**config.mk**
```make
export PLATFORM = sky130hd
export DESIGN_NAME = ram_march_bist_flat
export DESIGN_NICKNAME = d
export VERILOG_FILES = /design/src/rtl/ram_march_bist_pkg.sv /design/src/rtl/ram_march_bist_if.sv /design/src/rtl/ram_march_bist.sv /design/src/flat_wrapper.sv
export SDC_FILE = /design/constraint.sdc
export NUM_CORES = 1
export LEC_CHECK = 0
export ABC_CLOCK_PERIOD_IN_PS = 5690
export BUFFER_PORTS_ARGS = -buffer_cell sky130_fd_sc_hd__buf_4
export CORE_MARGIN = 5
export CORE_UTILIZATION = 24
export CTS_BUF_LIST = sky130_fd_sc_hd__clkbuf_4
export CTS_CLUSTER_DIAMETER = 200
export DETAILED_ROUTE_END_ITERATION = 6
export GPL_ROUTABILITY_DRIVEN = 0
export PLACE_DENSITY = 0.52
export SKIP_CTS_REPAIR_TIMING = 1
export SYNTH_ARGS = -nofsm -noshare
export SYNTH_HDL_FRONTEND = slang
export SYNTH_SLANG_ARGS = --single-unit
```
**constraint.sdc**
```tcl
create_clock -name clk -period 5.69 [get_ports clk]
set_input_delay 1.138 -clock clk [delete_from_list [all_inputs] [get_ports clk]]
set_output_delay 1.138 -clock clk [all_outputs]
set_load 0.03 [all_outputs]
```
**src/rtl/ram_march_bist_pkg.sv**
```systemverilog
// Shared types for the RAM march BIST: FSM state encoding and the
// phase codes reported on a failing read.
package ram_bist_pkg;

  typedef enum logic [2:0] {
    ST_IDLE = 3'd0,
    ST_W0   = 3'd1,
    ST_R0W1 = 3'd2,
    ST_R1W0 = 3'd3,
    ST_R0   = 3'd4,
    ST_DONE = 3'd5
  } state_t;

  localparam logic [1:0] PH_NONE = 2'd0;
  localparam logic [1:0] PH_R0W1 = 2'd1;
  localparam logic [1:0] PH_R1W0 = 2'd2;
  localparam logic [1:0] PH_R0   = 2'd3;

endpackage

```
**src/rtl/ram_march_bist_if.sv**
```systemverilog
// RAM port bundle between the BIST initiator (master) and a
// synchronous-write / asynchronous-read RAM (slave).
interface ram_march_bist_if #(
  parameter int AWIDTH = 4,
  parameter int DWIDTH = 8
);

  logic              we;
  logic [AWIDTH-1:0] waddr;
  logic [DWIDTH-1:0] wdata;
  logic              re;
  logic [AWIDTH-1:0] raddr;
  logic [DWIDTH-1:0] rdata;

  modport master (
    output we, waddr, wdata, re, raddr,
    input  rdata
  );

  modport slave (
    input  we, waddr, wdata, re, raddr,
    output rdata
  );

endinterface

```
**src/rtl/ram_march_bist.sv**
```systemverilog
// MATS+-style march BIST: W0 up, R0W1 up, R1W0 down, R0 down, one address
// per cycle; aborts and records address/data/phase on the first bad read.
module ram_march_bist
  import ram_bist_pkg::*;
#(
  parameter int                AWIDTH  = 4,
  parameter int                DWIDTH  = 8,
  parameter logic [DWIDTH-1:0] PATTERN = 8'h55
) (
  input  logic               clk,
  input  logic               rst,
  input  logic               start,
  output logic               busy,
  output logic               done,
  output logic               pass,
  output logic [AWIDTH-1:0]  fail_addr,
  output logic [DWIDTH-1:0]  fail_data,
  output logic [1:0]         fail_phase,
  ram_march_bist_if.master   ram
);

  localparam logic [AWIDTH-1:0] ADDR_LAST = '1;

  state_t            state_q;
  logic [AWIDTH-1:0] addr_q;
  logic              busy_q;
  logic              done_q;
  logic              pass_q;
  logic [AWIDTH-1:0] fail_addr_q;
  logic [DWIDTH-1:0] fail_data_q;
  logic [1:0]        fail_phase_q;

  logic              elem_we;
  logic              rd_en;
  logic [DWIDTH-1:0] wr_data;
  logic [DWIDTH-1:0] expected;
  logic [1:0]        phase;
  logic              last_addr;
  logic              mismatch;

  // NOTE: every output of this block gets a default first so no path can
  // leave a value unassigned, which would infer a latch.
  always_comb begin
    elem_we   = 1'b0;
    rd_en     = 1'b0;
    wr_data   = '0;
    expected  = PATTERN;
    phase     = PH_NONE;
    last_addr = 1'b0;
    unique case (state_q)
      ST_W0: begin
        elem_we   = 1'b1;
        wr_data   = PATTERN;
        last_addr = (addr_q == ADDR_LAST);
      end
      ST_R0W1: begin
        elem_we   = 1'b1;
        rd_en     = 1'b1;
        wr_data   = ~PATTERN;
        phase     = PH_R0W1;
        last_addr = (addr_q == ADDR_LAST);
      end
      ST_R1W0: begin
        elem_we   = 1'b1;
        rd_en     = 1'b1;
        wr_data   = PATTERN;
        expected  = ~PATTERN;
        phase     = PH_R1W0;
        last_addr = (addr_q == '0);
      end
      ST_R0: begin
        rd_en     = 1'b1;
        phase     = PH_R0;
        last_addr = (addr_q == '0);
      end
      default: ;
    endcase
  end

  // A failing read must not be followed by a write that would mask the fault.
  assign mismatch  = rd_en && (ram.rdata != expected);
  assign ram.we    = elem_we & ~mismatch;
  assign ram.re    = rd_en;
  assign ram.wdata = wr_data;
  assign ram.waddr = addr_q;
  assign ram.raddr = addr_q;

  // NOTE: sequential state uses non-blocking assignments only, so every
  // register samples the pre-edge values of the others.
  always_ff @(posedge clk or posedge rst) begin
    if (rst) begin
      state_q      <= ST_IDLE;
      addr_q       <= '0;
      busy_q       <= 1'b0;
      done_q       <= 1'b0;
      pass_q       <= 1'b0;
      fail_addr_q  <= '0;
      fail_data_q  <= '0;
      fail_phase_q <= PH_NONE;
    end else begin
      unique case (state_q)
        ST_IDLE, ST_DONE: begin
          if (start) begin
            state_q      <= ST_W0;
            addr_q       <= '0;
            busy_q       <= 1'b1;
            done_q       <= 1'b0;
            pass_q       <= 1'b0;
            fail_addr_q  <= '0;
            fail_data_q  <= '0;
            fail_phase_q <= PH_NONE;
          end
        end
        ST_W0: begin
          if (last_addr) begin
            state_q <= ST_R0W1;
            addr_q  <= '0;
          end else begin
            addr_q  <= addr_q + AWIDTH'(1);
          end
        end
        ST_R0W1, ST_R1W0, ST_R0: begin
          if (mismatch) begin
            state_q      <= ST_DONE;
            busy_q       <= 1'b0;
            done_q       <= 1'b1;
            pass_q       <= 1'b0;
            fail_addr_q  <= addr_q;
            fail_data_q  <= ram.rdata;
            fail_phase_q <= phase;
          end else if (last_addr) begin
            if (state_q == ST_R0W1) begin
              state_q <= ST_R1W0;
              addr_q  <= ADDR_LAST;
            end else if (state_q == ST_R1W0) begin
              state_q <= ST_R0;
              addr_q  <= ADDR_LAST;
            end else begin
              state_q <= ST_DONE;
              busy_q  <= 1'b0;
              done_q  <= 1'b1;
              pass_q  <= 1'b1;
            end
          end else if (state_q == ST_R0W1) begin
            addr_q <= addr_q + AWIDTH'(1);
          end else begin
            addr_q <= addr_q - AWIDTH'(1);
          end
        end
        default: state_q <= ST_IDLE;
      endcase
    end
  end

  assign busy       = busy_q;
  assign done       = done_q;
  assign pass       = pass_q;
  assign fail_addr  = fail_addr_q;
  assign fail_data  = fail_data_q;
  assign fail_phase = fail_phase_q;

endmodule

```
**src/flat_wrapper.sv**
```systemverilog
// flat-port wrapper written by rule: the top's interface ports become plain ports
module ram_march_bist_flat import ram_bist_pkg::*;
#(
  parameter int                AWIDTH  = 4,
  parameter int                DWIDTH  = 8,
  parameter logic [DWIDTH-1:0] PATTERN = 8'h55
)
  (clk, rst, start, busy, done, pass, fail_addr, fail_data, fail_phase, ram_we, ram_waddr, ram_wdata, ram_re, ram_raddr, ram_rdata);
  ram_march_bist_if #(.AWIDTH(AWIDTH), .DWIDTH(DWIDTH)) ram_i ();
  input  logic clk;
  input  logic rst;
  input  logic start;
  output logic busy;
  output logic done;
  output logic pass;
  output logic [AWIDTH-1:0] fail_addr;
  output logic [DWIDTH-1:0] fail_data;
  output logic [1:0] fail_phase;
  output wire logic [$bits(ram_i.we)-1:0] ram_we;
  output wire logic [$bits(ram_i.waddr)-1:0] ram_waddr;
  output wire logic [$bits(ram_i.wdata)-1:0] ram_wdata;
  output wire logic [$bits(ram_i.re)-1:0] ram_re;
  output wire logic [$bits(ram_i.raddr)-1:0] ram_raddr;
  input wire logic [$bits(ram_i.rdata)-1:0] ram_rdata;
  assign ram_we = ram_i.we;
  assign ram_waddr = ram_i.waddr;
  assign ram_wdata = ram_i.wdata;
  assign ram_re = ram_i.re;
  assign ram_raddr = ram_i.raddr;
  assign ram_i.rdata = ram_rdata;
  ram_march_bist #(.AWIDTH(AWIDTH), .DWIDTH(DWIDTH), .PATTERN(PATTERN)) u_core (.clk(clk), .rst(rst), .start(start), .busy(busy), .done(done), .pass(pass), .fail_addr(fail_addr), .fail_data(fail_data), .fail_phase(fail_phase), .ram(ram_i));
endmodule
```
; ---- After elaboration in Yosys (flattened, before gate mapping)
; Cells that the tools add are included.
[op_classes]
n_addsub = 2
n_mul = 0
div = 0
magnitude_cmp = 0
n_eq_ne = 15
n_shift = 0
n_mux = 43
bitwise = 2
n_reduce_logical = 15
[ops]
columns = cell, count
row1 = two-way mux 4 bit, 8
row2 = one-hot mux 8 bit (2 select lines), 2
row3 = two-way mux 8 bit, 3
row4 = two-way mux 3 bit, 5
row5 = two-way mux 1 bit, 14
row6 = one-hot mux 4 bit (3 select lines), 1
row7 = one-hot mux 3 bit (3 select lines), 1
row8 = != test 8 bit, 1
row9 = one-hot mux 1 bit (2 select lines), 4
row10 = one-hot mux 4 bit (2 select lines), 1
row11 = OR reduction 2 bit, 4
row12 = "== test 3 x 2 -> 1 bit, second input constant", 2
row13 = "== test 3 bit, second input constant", 2
row14 = "!= test 3 x 2 -> 1 bit, second input constant", 2
row15 = one-hot mux 2 bit (3 select lines), 1
row16 = AND reduction 3 bit, 2
row17 = OR reduction 3 bit, 2
row18 = AND reduction 5 bit, 1
row19 = "adder 4 x 1 -> 4 bit, second input constant", 1
row20 = "== test 4 bit, second input constant", 1
row21 = logical NOT 4 bit, 1
row22 = two-way mux 2 bit, 2
row23 = "!= test 2 x 1 -> 1 bit, second input constant", 2
row24 = "!= test 2 bit, second input constant", 2
row25 = other kinds (12), 12
[totals]
ff_bits = 24
latchBits = 0
ramBits = 0
romBits = 0
elab_cells = 85
memories = 0

; ---- Longest topological paths before layout
[depth]
depth_word = 6
depth_mapped = 8

; ---- Worst setup path after synthesis
; Ideal clock, no wire load.
[synth_timing]
path_type = input port to output port
start = input port ram_rdata[6]
end = output port ram_we
t_arrival_ns = 2.174
required_time_ns = 4.552
setup_slack_ns = 2.378
stages = 5
path_cell_list = nand4bb_1 or2_1 nand2_1 a22oi_1 nor2_1
[synth_between]
elab_chain_len = 4
[synth_lines]
columns = item, line_no
row1 = "start, declared", flat_wrapper.sv:24  ; input wire logic [$bits(ram_i.rdata)-1:0] ram_rdata;
row2 = != test 8 bit, ram_march_bist.sv:81  ; assign mismatch = rd_en && (ram.rdata != expected);
row3 = logical AND 1 bit, ram_march_bist.sv:81
row4 = NOT 1 bit, ram_march_bist.sv:82  ; assign ram.we = elem_we & ~mismatch;
row5 = bitwise AND 1 bit, ram_march_bist.sv:82
row6 = "end, declared", flat_wrapper.sv:19  ; output wire logic [$bits(ram_i.we)-1:0] ram_we;
; No other way between the ends.

; ---- Worst setup path in the final report
; Ends and elaborated chain as after synthesis.

==> results.sh <==
export IMPL_cts_tree="built"
export IMPL_status="complete, no violations"
export IMPL_finalHoldViolations=0
export IMPL_nets=234
export IMPL_slowest_delay_ns=0.32
export IMPL_arrival_ns=2.29
export IMPL_grt_first_pass_wirelength_um=7450
export IMPL_wl_met3_um=246
export IMPL_period_share=0.603
export IMPL_die_height_um=94.9
export IMPL_critical_path_slowest_cell="or2_1"
export IMPL_power_density_nw_per_um2=416
export IMPL_grt_overflow_total=0
export IMPL_wl_met2_um=2040
export IMPL_clkTransAtPathRegs_ns=0.13
export IMPL_drtIter0Drc=131
export IMPL_maxCapViolations=0
export IMPL_yosys_area_top_type="dfrtp_1"
export IMPL_grt_max_degree=25
export IMPL_r2r_slack_ns=3.23
export IMPL_io_pins=46
export IMPL_drive_gt1_frac=0.257
export IMPL_path_class="input pin to output port"
export IMPL_mappedNetlistArea_sq_um=1730
export IMPL_die_x_um=94.9
export IMPL_synth_edf_count=0
export IMPL_cp_top_family="simple AND/OR/NAND/NOR gates"
export IMPL_syn_instance_count=192
export IMPL_routed_top_layer="met4"
export IMPL_n_antenna_cell=0
export IMPL_critical_path_endpoint_type="output port"
export IMPL_dp_hpwl_um=3310
export IMPL_cts_buffer_depth=2
export IMPL_yosysMostFrequentCell="dfrtp_1"
export IMPL_viasPerCell=4.72
export IMPL_core_area_sq_um=7140
export IMPL_timing_fmax_mhz=292
export IMPL_netlist_top_cells_count="dfrtp_1, nand2_1, inv_1"
export IMPL_yosysWarnings=0
export IMPL_place_inst=314
export IMPL_clkLatencyLatePin_ns=0.33
export IMPL_maxSlewViolCount=0
export IMPL_yosysSeqAreaShare=0.348
export IMPL_cp_common_cell="buf_4"
export IMPL_rsz0062_at_grt="no"
export IMPL_postSynth_asyncResetShare=1.00
export IMPL_via_count=1495
export IMPL_synth_seq_cells=24
export IMPL_cp_buffers_inverters=2
export IMPL_required_ns=4.55
export IMPL_setup_tns_ns=0
export IMPL_wl_met1_um=2050
export IMPL_synth_nets=206
export IMPL_grt_pass1_vias=1516
export IMPL_grtUsageTotal=0.103
export IMPL_ys_top_cells_by_area="dfrtp_1, mux2i_1, buf_4"
export IMPL_stdcell_area_sq_um=2060
export IMPL_wire_per_inst_um=14.0
export IMPL_ys_flop_type="dfrtp_1"
export IMPL_final_setup_viol_count=0
export IMPL_firstDrtPassIters=5
export IMPL_worst_slew_pin_slew_ns=0.992
export IMPL_ant_nets=0
export IMPL_cts_root_buf="clkbuf_4"
export IMPL_synth_cell_types=51
export IMPL_wirelength_um=4440
export IMPL_irDropWorstVdd_uv=221
export IMPL_crit_fanout=5
export IMPL_min_period_ns=3.43
export IMPL_layoutNonFillerInstCount=317
export IMPL_htreeDepth=1
export IMPL_synth_area_per_cell_sq_um=9.00
export IMPL_placementRows=31
export IMPL_die_area_sq_um=9000
export IMPL_start_util=0.242
export IMPL_synthToLayoutAreaGrowth_pct=19.3
export IMPL_synth_top_area_frac=0.348
export IMPL_critPathLaunchType="input pin"
export IMPL_antenna_found_initial=0
export IMPL_drc=0
export IMPL_hp_class="flop to flop"
export IMPL_path_cells="buf_4 > nand4bb_1 > or2_1 > nand2_1 > a22oi_1 > nor2_1 > buf_4"
export IMPL_cts_sinks=24
export IMPL_place_area_sq_um=2040
export IMPL_relSlewSlack=0.338
export IMPL_skew_ns=0.00312
export IMPL_power_leakage_nw=0.905
export IMPL_numCtsBuffers=3
export IMPL_portBuffers=45
registers in the layout, indices dropped and copies added (netlist names):
register and flops:
u_core.busy 1, u_core.fail_phase 2, u_core.done 1, u_core.pass 1, u_core.fail_addr 4, u_core.ram.raddr 4
u_core.state_q 3, u_core.fail_data 8
worst paths after layout:
kind                                         from             endpoint  depth (start not counted)
worst max-delay path                 ram_rdata[6]               ram_we                          7
min in group asynchronous                     rst  u_core.fail_addr[2]                          2
worst min register to register        u_core.busy          u_core.busy                          1
max in group asynchronous                     rst  u_core.fail_data[3]                          2
worst max register to register  u_core.state_q[0]  u_core.fail_addr[0]                          4
worst min-delay path                  u_core.busy          u_core.busy                          1
per-stage QoR:
stage	util	power (mW)	setup WS (ns)	hold WS (ns)
2_1_floorplan	-	0.661	2.38	0.651
3_5_place_dp	0.286	0.788	2.25	0.470
3_3_place_gp	0.286	0.789	2.28	0.471
5_1_grt	0.289	0.919	2.13	0.524
4_1_cts	0.289	0.869	2.25	0.508
6_report	0.289	0.859	2.26	0.506
worst reg2reg max path, stage by stage, from the launching register on:
cell and delay (ns):
dfrtp_1 0.79, a21boi_0 0.24, nor2b_1 0.20, o22ai_2 0.71, mux2_2 0.42
where the power goes:
group,leakage (nW),total [mW],switching (mW),internal (mW)
sequential,0.318,0.279,0.0698,0.209
combinational,0.573,0.501,0.297,0.204
clock,0.0138,0.0782,0.0533,0.0249
total,0.905,0.859,0.420,0.438
routing by layer:
metal,GRT usage,vias up
li1,-,719
met1,0.140,724
met2,0.163,44
met3,0.0207,8
met4,0.0361,0
met5,0,-
cells by family (layout without fill, tap and decap cells):
logic type | after synthesis | in the layout | share of synthesized area
simple gates | 61 | 61 | 0.208
compound gates | 45 | 45 | 0.186
buf+inv | 40 | 66 | 0.126
flops | 24 | 24 | 0.348
mux | 16 | 16 | 0.0956
fa+ha+maj | 3 | 3 | 0.0217
xor+xnor | 3 | 3 | 0.0152
placed cells by master (no fill, tap or decap), types with 2 or more instances in the layout:
master	n
clkbuf_4	3
and4bb_1	2
xor2_1	2
o31ai_1	4
nand2b_1	3
a21o_1	3
nor2_1	9
mux2_2	2
or3b_1	2
nor2b_1	4
ha_1	3
buf_4	45
a2111oi_0	2
mux2_1	2
o32ai_1	2
dfrtp_1	24
a21oi_1	12
o211ai_1	3
nor3_1	3
a22oi_1	3
and3_1	2
nand2_1	19
nand3_1	5
mux2i_1	12
nand4bb_1	4
o21ai_0	4
inv_1	18
final cells by class:
cell class | instances | area, sq um
Fill cell | 780 | 5070
Inverter | 18 | 67.6
Tap cell | 99 | 124
Clock buffer | 3 | 22.5
Timing Repair Buffer | 45 | 338
Multi-Input combinational cell | 128 | 910
Sequential cell | 24 | 601
No activity file was read; power rests on OpenSTA's default activity.
